## src/rtl/pezaris_div_pkg.sv

```systemverilog
// pezaris_div_pkg
// Shared definitions for the Pezaris sequential divider: the controller
// state encoding, the default operand width and the iteration-counter
// width helper.
package pezaris_div_pkg;

  typedef enum logic [1:0] {
    IDLE = 2'd0,
    CALC = 2'd1,
    FIX  = 2'd2
  } state_e;

  localparam int DEF_WIDTH = 7;

  // Bits needed to count from WIDTH down to 1.
  function automatic int cnt_width(input int width);
    return $clog2(width + 1);
  endfunction

endpackage

```

## src/rtl/pezaris_seq_divider_sub_row.sv

```systemverilog
// div_sub_row
// One restoring-division row: compare the shifted partial remainder with
// the divisor magnitude and subtract when it fits.
// Ports:
//   p_i  [WIDTH:0]   shifted partial remainder
//   d_i  [WIDTH-1:0] divisor magnitude (non-zero)
//   p_o  [WIDTH-1:0] next partial remainder (always < d_i, so WIDTH bits suffice)
//   q_o              quotient bit for this row
module div_sub_row #(
  parameter int WIDTH = 7
) (
  input  logic [WIDTH:0]   p_i,
  input  logic [WIDTH-1:0] d_i,
  output logic [WIDTH-1:0] p_o,
  output logic             q_o
);

  logic [WIDTH:0] diff_s;

  assign diff_s = p_i - {1'b0, d_i};
  // The previous remainder is below d_i, so p_i < 2*d_i: the difference
  // has its top bit clear exactly when p_i >= d_i.
  assign q_o    = ~diff_s[WIDTH];
  assign p_o    = q_o ? diff_s[WIDTH-1:0] : p_i[WIDTH-1:0];

endmodule

```

## src/rtl/pezaris_seq_divider.sv

```systemverilog
// pezaris_seq_divider
// Iterative signed two's-complement divider (restoring, one quotient bit
// per cycle). Quotient truncates toward zero, remainder follows the sign
// of the dividend. Divide-by-zero returns -1 r dividend with div_by_zero;
// -2^(WIDTH-1) / -1 wraps and raises overflow.
// Optional build macro: PEZARIS_DIV_FAST_PATH_EN -- a zero dividend or a
// divisor of magnitude 1 skips the iteration phase (same results).
// Ports:
//   clk, rst            clock, synchronous active-high reset
//   start               request, sampled while ready
//   dividend, divisor   signed operands captured on accepted start
//   ready, busy         idle / operation in progress
//   done                one-cycle pulse when results are valid
//   quotient, remainder signed results, held until next result
//   div_by_zero, overflow flags for the last result
module pezaris_seq_divider
  import pezaris_div_pkg::*;
#(
  parameter int WIDTH = DEF_WIDTH
) (
  input  logic             clk,
  input  logic             rst,
  input  logic             start,
  input  logic [WIDTH-1:0] dividend,
  input  logic [WIDTH-1:0] divisor,
  output logic             ready,
  output logic             busy,
  output logic             done,
  output logic [WIDTH-1:0] quotient,
  output logic [WIDTH-1:0] remainder,
  output logic             div_by_zero,
  output logic             overflow
);

  localparam int CW = cnt_width(WIDTH);
  localparam logic [CW-1:0]    CNT_ONE  = {{(CW-1){1'b0}}, 1'b1};
  localparam logic [CW-1:0]    CNT_INIT = CW'(WIDTH);
  localparam logic [WIDTH-1:0] W_ZERO   = {WIDTH{1'b0}};
  localparam logic [WIDTH-1:0] W_ONE    = {{(WIDTH-1){1'b0}}, 1'b1};

  state_e           state_q, state_d;
  logic [CW-1:0]    cnt_q, cnt_d;
  logic [WIDTH-1:0] p_q, p_d;       // partial remainder
  logic [WIDTH-1:0] acc_q, acc_d;   // dividend magnitude shifting out, quotient shifting in
  logic [WIDTH-1:0] dsr_q, dsr_d;   // divisor magnitude
  logic             neg_n_q, neg_n_d;
  logic             neg_d_q, neg_d_d;
  logic             dz_q, dz_d;
  logic             done_q, done_d;
  logic [WIDTH-1:0] quot_q, quot_d;
  logic [WIDTH-1:0] rem_q, rem_d;
  logic             dbz_q, dbz_d;
  logic             ovf_q, ovf_d;

  logic [WIDTH-1:0] dvd_mag_s, dsr_mag_s, row_p_s;
  logic             row_q_s, fast_s;

  assign dvd_mag_s = dividend[WIDTH-1] ? (W_ZERO - dividend) : dividend;
  assign dsr_mag_s = divisor[WIDTH-1]  ? (W_ZERO - divisor)  : divisor;

`ifdef PEZARIS_DIV_FAST_PATH_EN
  // Trivial operands: the captured magnitude already is the quotient magnitude.
  assign fast_s = (dividend == W_ZERO) || (dsr_mag_s == W_ONE);
`else
  assign fast_s = 1'b0;
`endif

  div_sub_row #(.WIDTH(WIDTH)) u_row (
    .p_i ({1'b0, p_q, acc_q[WIDTH-1]}),
    .d_i (dsr_q),
    .p_o (row_p_s),
    .q_o (row_q_s)
  );

  // Next-state and datapath update for the IDLE/CALC/FIX controller.
  always_comb begin
    state_d = state_q;
    cnt_d   = cnt_q;
    p_d     = p_q;
    acc_d   = acc_q;
    dsr_d   = dsr_q;
    neg_n_d = neg_n_q;
    neg_d_d = neg_d_q;
    dz_d    = dz_q;
    done_d  = 1'b0;
    quot_d  = quot_q;
    rem_d   = rem_q;
    dbz_d   = dbz_q;
    ovf_d   = ovf_q;
    case (state_q)
      IDLE: begin
        if (start) begin
          neg_n_d = dividend[WIDTH-1];
          neg_d_d = divisor[WIDTH-1];
          acc_d   = dvd_mag_s;
          dsr_d   = dsr_mag_s;
          p_d     = W_ZERO;
          cnt_d   = CNT_INIT;
          dbz_d   = 1'b0;
          ovf_d   = 1'b0;
          dz_d    = (dsr_mag_s == W_ZERO);
          if ((dsr_mag_s == W_ZERO) || fast_s) begin
            state_d = FIX;
          end else begin
            state_d = CALC;
          end
        end else begin
          state_d = IDLE;
        end
      end
      CALC: begin
        p_d   = row_p_s;
        acc_d = {acc_q[WIDTH-2:0], row_q_s};
        cnt_d = cnt_q - CNT_ONE;
        if (cnt_q == CNT_ONE) begin
          state_d = FIX;
        end else begin
          state_d = CALC;
        end
      end
      FIX: begin
        state_d = IDLE;
        done_d  = 1'b1;
        if (dz_q) begin
          quot_d = {WIDTH{1'b1}};
          rem_d  = neg_n_q ? (W_ZERO - acc_q) : acc_q;
          dbz_d  = 1'b1;
          ovf_d  = 1'b0;
        end else begin
          quot_d = (neg_n_q ^ neg_d_q) ? (W_ZERO - acc_q) : acc_q;
          rem_d  = neg_n_q ? (W_ZERO - p_q) : p_q;
          dbz_d  = 1'b0;
          // A positive quotient with its MSB set can only be 2^(WIDTH-1).
          ovf_d  = ~(neg_n_q ^ neg_d_q) & acc_q[WIDTH-1];
        end
      end
      default: begin
        state_d = IDLE;
      end
    endcase
  end

  // State and datapath registers with synchronous reset.
  always_ff @(posedge clk) begin
    if (rst) begin
      state_q <= IDLE;
      cnt_q   <= {CW{1'b0}};
      p_q     <= W_ZERO;
      acc_q   <= W_ZERO;
      dsr_q   <= W_ZERO;
      neg_n_q <= 1'b0;
      neg_d_q <= 1'b0;
      dz_q    <= 1'b0;
      done_q  <= 1'b0;
      quot_q  <= W_ZERO;
      rem_q   <= W_ZERO;
      dbz_q   <= 1'b0;
      ovf_q   <= 1'b0;
    end else begin
      state_q <= state_d;
      cnt_q   <= cnt_d;
      p_q     <= p_d;
      acc_q   <= acc_d;
      dsr_q   <= dsr_d;
      neg_n_q <= neg_n_d;
      neg_d_q <= neg_d_d;
      dz_q    <= dz_d;
      done_q  <= done_d;
      quot_q  <= quot_d;
      rem_q   <= rem_d;
      dbz_q   <= dbz_d;
      ovf_q   <= ovf_d;
    end
  end

  assign ready       = (state_q == IDLE);
  assign busy        = (state_q != IDLE);
  assign done        = done_q;
  assign quotient    = quot_q;
  assign remainder   = rem_q;
  assign div_by_zero = dbz_q;
  assign overflow    = ovf_q;

endmodule

```

## config.mk

```make
export PLATFORM = sky130hd
export DESIGN_NAME = pezaris_seq_divider
export DESIGN_NICKNAME = d
export VERILOG_FILES = /design/src/rtl/pezaris_div_pkg.sv /design/src/rtl/pezaris_seq_divider_sub_row.sv /design/src/rtl/pezaris_seq_divider.sv
export SDC_FILE = /design/constraint.sdc
export NUM_CORES = 1
export LEC_CHECK = 0
export CORE_MARGIN = 5
export CORE_UTILIZATION = 35
export DETAILED_ROUTE_END_ITERATION = 16
export GPL_ROUTABILITY_DRIVEN = 0
export SYNTH_ARGS = -nofsm -noshare
export SYNTH_HDL_FRONTEND = slang
export SYNTH_HIERARCHICAL = 1
export SYNTH_SLANG_ARGS = --single-unit
export TNS_END_PERCENT = 10
```

## constraint.sdc

```tcl
create_clock -name clk -period 4.2 [get_ports clk]
set_input_delay 0.84 -clock clk [delete_from_list [all_inputs] [get_ports clk]]
set_output_delay 0.84 -clock clk [all_outputs]
set_load 0.03 [all_outputs]
```

# After elaboration in Yosys (flattened, before gate mapping)
# Cells that the tools add are included.
# totals
register_bits	46
ram_bits	0
latchBits	0
mem_count	0
word_cells	59
romBits	0
# op_classes
n_mux	24
n_reduce_logical	8
n_div	0
n_bitwise	4
n_shift	0
order_cmp	0
multipliers	0
n_eq_ne	4
addsub	6
# ops
operator	count
2-to-1 mux 7 bit	10
case mux 7 bit (2 select lines)	2
subtractor 1 x 7 -> 7 bit (first input constant)	4
subtractor 8 x 7 -> 8 bit	1
logical NOT 7 bit	1
2-to-1 mux 2 bit	3
case mux 3 bit (2 select lines)	1
AND reduction 2 bit	3
nonzero test 2 bit	3
2-to-1 mux 1 bit	4
case mux 1 bit (2 select lines)	2
case mux 2 bit (2 select lines)	1
== test 3 x 1 -> 1 bit (second input constant)	1
2-to-1 mux 3 bit	1
subtractor 3 x 1 -> 3 bit (second input constant)	1
== test 2 x 1 -> 1 bit (second input constant)	1
== test 2 bit (second input constant)	1
logical NOT 2 bit	1
!= test 2 bit (second input constant)	1
NOT 1 bit	2
AND 1 bit	1
bitwise XOR 1 bit	1

# Logic depth before layout (Yosys ltp)
# depth
depth_word	6
ltp_mapped	10
ltp_nobuf	10

# Cells and area by module
# Netlist, hierarchy kept.
# by_module_without_submodules
mod	seq_area_each_um2	area_each_um2	cells_each	n_inst
pezaris_seq_divider	920.9	2386.0	293	1
div_sub_row	0.0	445.4	57	1

# Worst setup path before layout
# OpenSTA, ideal clock, no wires.
# synth_timing
path_kind	reg-to-reg
startpoint	register acc_q[6]
endpoint	register p_q[6]
period_less_slack_ns	2.134
path_stages_with_launch	11
setup_slack_ns	2.066
required_ns	4.130
arrival_ns	2.064
setup_time_ns	0.070
path_cell_list	dfxtp_1 > inv_1 > ha_1 > fa_1 > nand2b_1 > a21oi_1 > o21ai_0 > and3_1 > o41ai_1 > nand2_1 > a21oi_1
# synth_between
elab_chain_len	3
# synth_rtl
item	line_no	rtl
from (decl)	pezaris_seq_divider.sv:44	logic [WIDTH-1:0] acc_q, acc_d;
from (signal assigned)	pezaris_seq_divider.sv:149	acc_q <= W_ZERO;
from (signal assigned)	pezaris_seq_divider.sv:163	acc_q <= acc_d;
subtractor 8 x 7 -> 8 bit	pezaris_seq_divider_sub_row.sv:20	assign diff_s = p_i - {1'b0, d_i};
2-to-1 mux 7 bit	pezaris_seq_divider_sub_row.sv:24	assign p_o = q_o ? diff_s[WIDTH-1:0] : p_i[WIDTH-1:0];
net row_p_s[6]	pezaris_seq_divider.sv:55	logic [WIDTH-1:0] dvd_mag_s, dsr_mag_s, row_p_s;
case mux 7 bit (2 select lines)	pezaris_seq_divider.sv:90	case (state_q)
to (signal assigned)	pezaris_seq_divider.sv:162	p_q <= p_d;
to (decl)	pezaris_seq_divider.sv:43	logic [WIDTH-1:0] p_q, p_d;
# The timed path passes the listed nets, and every way through them passes these cells.
# A chain may end at the register's enable or synchronous reset.

# Final worst setup path
# Same ends and word-level chain as after synthesis.

==> impl_metrics.tcl <==
set metrics [dict create \
    dieArea_um2 9989 \
    finalPower_mw 1.203 \
    fmax_mhz 397.7 \
    skew_ns 0.004954 \
    yosysTopAreaCell "dfxtp_1" \
    numClockSinks 46 \
    grtUsageTotal_pct 13.33 \
    cellPowerDensity_nw_per_um2 358.8 \
    critPathKind "reg -> reg" \
    layout-drive-gt1-share_pct 6.649 \
    synth_area_leaders "dfxtp_1, ha_1, nor2_1" \
    drt-initial-drc-count 98 \
    first_pass_iters 4 \
    numPortBuffers 35 \
    grt_max_degree 24 \
    dp_cells 470 \
    path_max_fanout 7 \
    worst_pin_slew_ns 0.7660 \
    start_kind "flip-flop" \
    wire_per_inst_um 13.16 \
    drc 0 \
    hold_end "remainder[1]" \
    num_rows 32 \
    drv_slew 0 \
    fin_util_pct 42.95 \
    yosys_register_bits 46 \
    register_area_um2 920.9 \
    grt_overflow 0 \
    viasPerCell 5.134 \
    dp_hpwl_um 4777 \
    antenna_left 0 \
    final_cells 478 \
    ir_drop_v 0.0001939 \
    drt-total-wl_um 6292 \
    ys_types 52 \
    cts_root_buf "clkbuf_8" \
    syn_inst 350 \
    synth_most_common_cell "dfxtp_1" \
    rsz0062_at_grt "no" \
    syn_to_final_growth_pct 18.43 \
    synth_top_area_share_pct 32.52 \
    clkLatencyLatePin_ns 0.30 \
    fp.dieH_um 99.95 \
    hold_path.class "reg -> reg" \
    synth-seq-area-share_pct 32.52 \
    synth_edf_count 0 \
    critPathRequiredTime_ns 4.43 \
    syn_area_per_cell_um2 8.090 \
    hold-path-cell-count 2 \
    cts_tree "built" \
    cts.path.max_buffers 2 \
    leakagePower_nw 1.300 \
    status "finished clean" \
    final.period_utilization_pct 59.86 \
    ctsResizeCount 0 \
    grt_pass1_vias 2426 \
    io_pins 36 \
    clk_pin_slew_worst_paths_ns 0.08 \
    period_minus_slack_ns 2.514 \
    cap_violations 0 \
    synthFlopType "dfxtp_1" \
    r2r-start "acc_q[6]" \
    tns_ns 0 \
    grt_pass1_wl_um 11160 \
    endpoint_kind "flip-flop" \
    relSlewSlack_pct 48.81 \
    fp.coreArea_um2 7807 \
    floorplan.initialDensity_pct 36.27 \
    reg2reg_depth 10 \
    r2r_slack_ns 1.69 \
    insertedDiodeCount 0 \
    syn_area_um2 2831 \
    postCtsSetupRepairBufs 0 \
    ctsHoldBuffers 0 \
    synth_commonest_cells "dfxtp_1, nor2_1, a21oi_1" \
    htree_levels 2 \
    cts_made_buffers 5 \
    async_flop_share_pct 0 \
    num_vias 2454 \
    r2r_end "p_q[6]" \
    n_fill_cell 810 \
    synth_nets 382 \
    nNetsFinal 407 \
    crit_arrival_ns 2.74 \
    antenna_found_initial 0 \
    finalHoldViolCount 0 \
    setup_viol 0 \
    hold_path.startpoint "remainder[1]" \
    ys_warn_count 6 \
    multiInputGateArea_um2 1722 \
    die_w_um 99.95 \
]
## final cells by class
type	count	share of cell area, %
multi-input cells	258	51.34
flip-flops and latches	46	27.46
repair buffers	39	11.34
well taps	102	3.806
inverters	25	2.799
clock buffers	5	2.052
clock inverters	3	1.194
## how the worst max path moves through the flow
stage | start | endpoint | slack, ns
floorplan | acc_q[6] | p_q[6] | 2.07
global placement | divisor[0] | state_q[0] | 1.58
detailed placement | divisor[0] | state_q[0] | 1.51
CTS | acc_q[6] | p_q[6] | 1.70
global route | acc_q[6] | p_q[6] | 1.39
finish | acc_q[6] | p_q[6] | 1.69
## through the flow
step / hold WS [ns] / cell area, µm² / setup WS [ns]
after floorplan: 0.4400 / 2831 / 2.066
after global placement: 0.4452 / 3244 / 1.581
after detailed placement: 0.4471 / 3244 / 1.506
after CTS: 0.4593 / 3353 / 1.701
after global routing: 0.4793 / 3353 / 1.391
final: 0.4586 / 3353 / 1.686
## cells by family (layout without fill, tap and decap cells)
family | Yosys count | after routing | synth area share (%)
adders and majority gates | 15 | 15 | 6.894
buffers and inverters | 46 | 72 | 6.673
AOI/OAI and AO/OA | 86 | 86 | 20.90
xor gates and xnor gates | 26 | 26 | 8.042
DFF | 46 | 46 | 32.52
and+or+nand+nor | 121 | 121 | 20.81
muxes | 10 | 10 | 4.154
## critical path: stages (launching register included)
cell and delay (ns):
dfxtp_1 0.55, inv_1 0.11, ha_1 0.24, fa_1 0.41
nand2b_1 0.18, a21oi_1 0.19, o21ai_0 0.13, and3_1 0.20
o41ai_1 0.25, nand2_1 0.08, a21oi_1 0.12
## state kept, by name (all words and copies together) (netlist names)
signal       flops
done             1
neg_n_q          1
quotient         7
state_q          2
overflow         1
dsr_q            7
dz_q             1
cnt_q            3
acc_q            7
p_q              7
div_by_zero      1
neg_d_q          1
remainder        7
## power by group
part / switching (mW) / leakage [nW] / total (mW) / internal (mW)
sequential: 0.0383 / 0.375 / 0.503 / 0.465
clock: 0.148 / 0.0579 / 0.323 / 0.175
combinational: 0.208 / 0.867 / 0.377 / 0.168
## layer usage
| metal | track usage (%) | vias to the layer above | part of all wire [%] |
|---|---|---|---|
| met3 | 2.432 | 6 | 5.9 |
| met2 | 21.14 | 64 | 44 |
| met4 | 2.836 | 0 | 0.94 |
| met1 | 18.89 | 1109 | 49 |
| met5 | 0 | - | 0 |
| li1 | - | 1275 | - |
## cells in the final DEF, fill, tap and decap left out, types with 9 or more instances in the layout
| cell type | Yosys | routed |
|---|---|---|
| dfxtp_1 | 46 | 46 |
| nor2_1 | 42 | 42 |
| clkdlybuf4s50_1 | 0 | 35 |
| a21oi_1 | 28 | 28 |
| nand2_1 | 27 | 27 |
| inv_1 | 24 | 24 |
| xnor2_1 | 16 | 16 |
| ha_1 | 14 | 14 |
| nor3_1 | 11 | 11 |
| nand2b_1 | 10 | 10 |
| nand3_1 | 10 | 10 |
| xor2_1 | 10 | 10 |
| a211oi_1 | 9 | 9 |
Note: power is estimated with default switching activity, not from simulation.
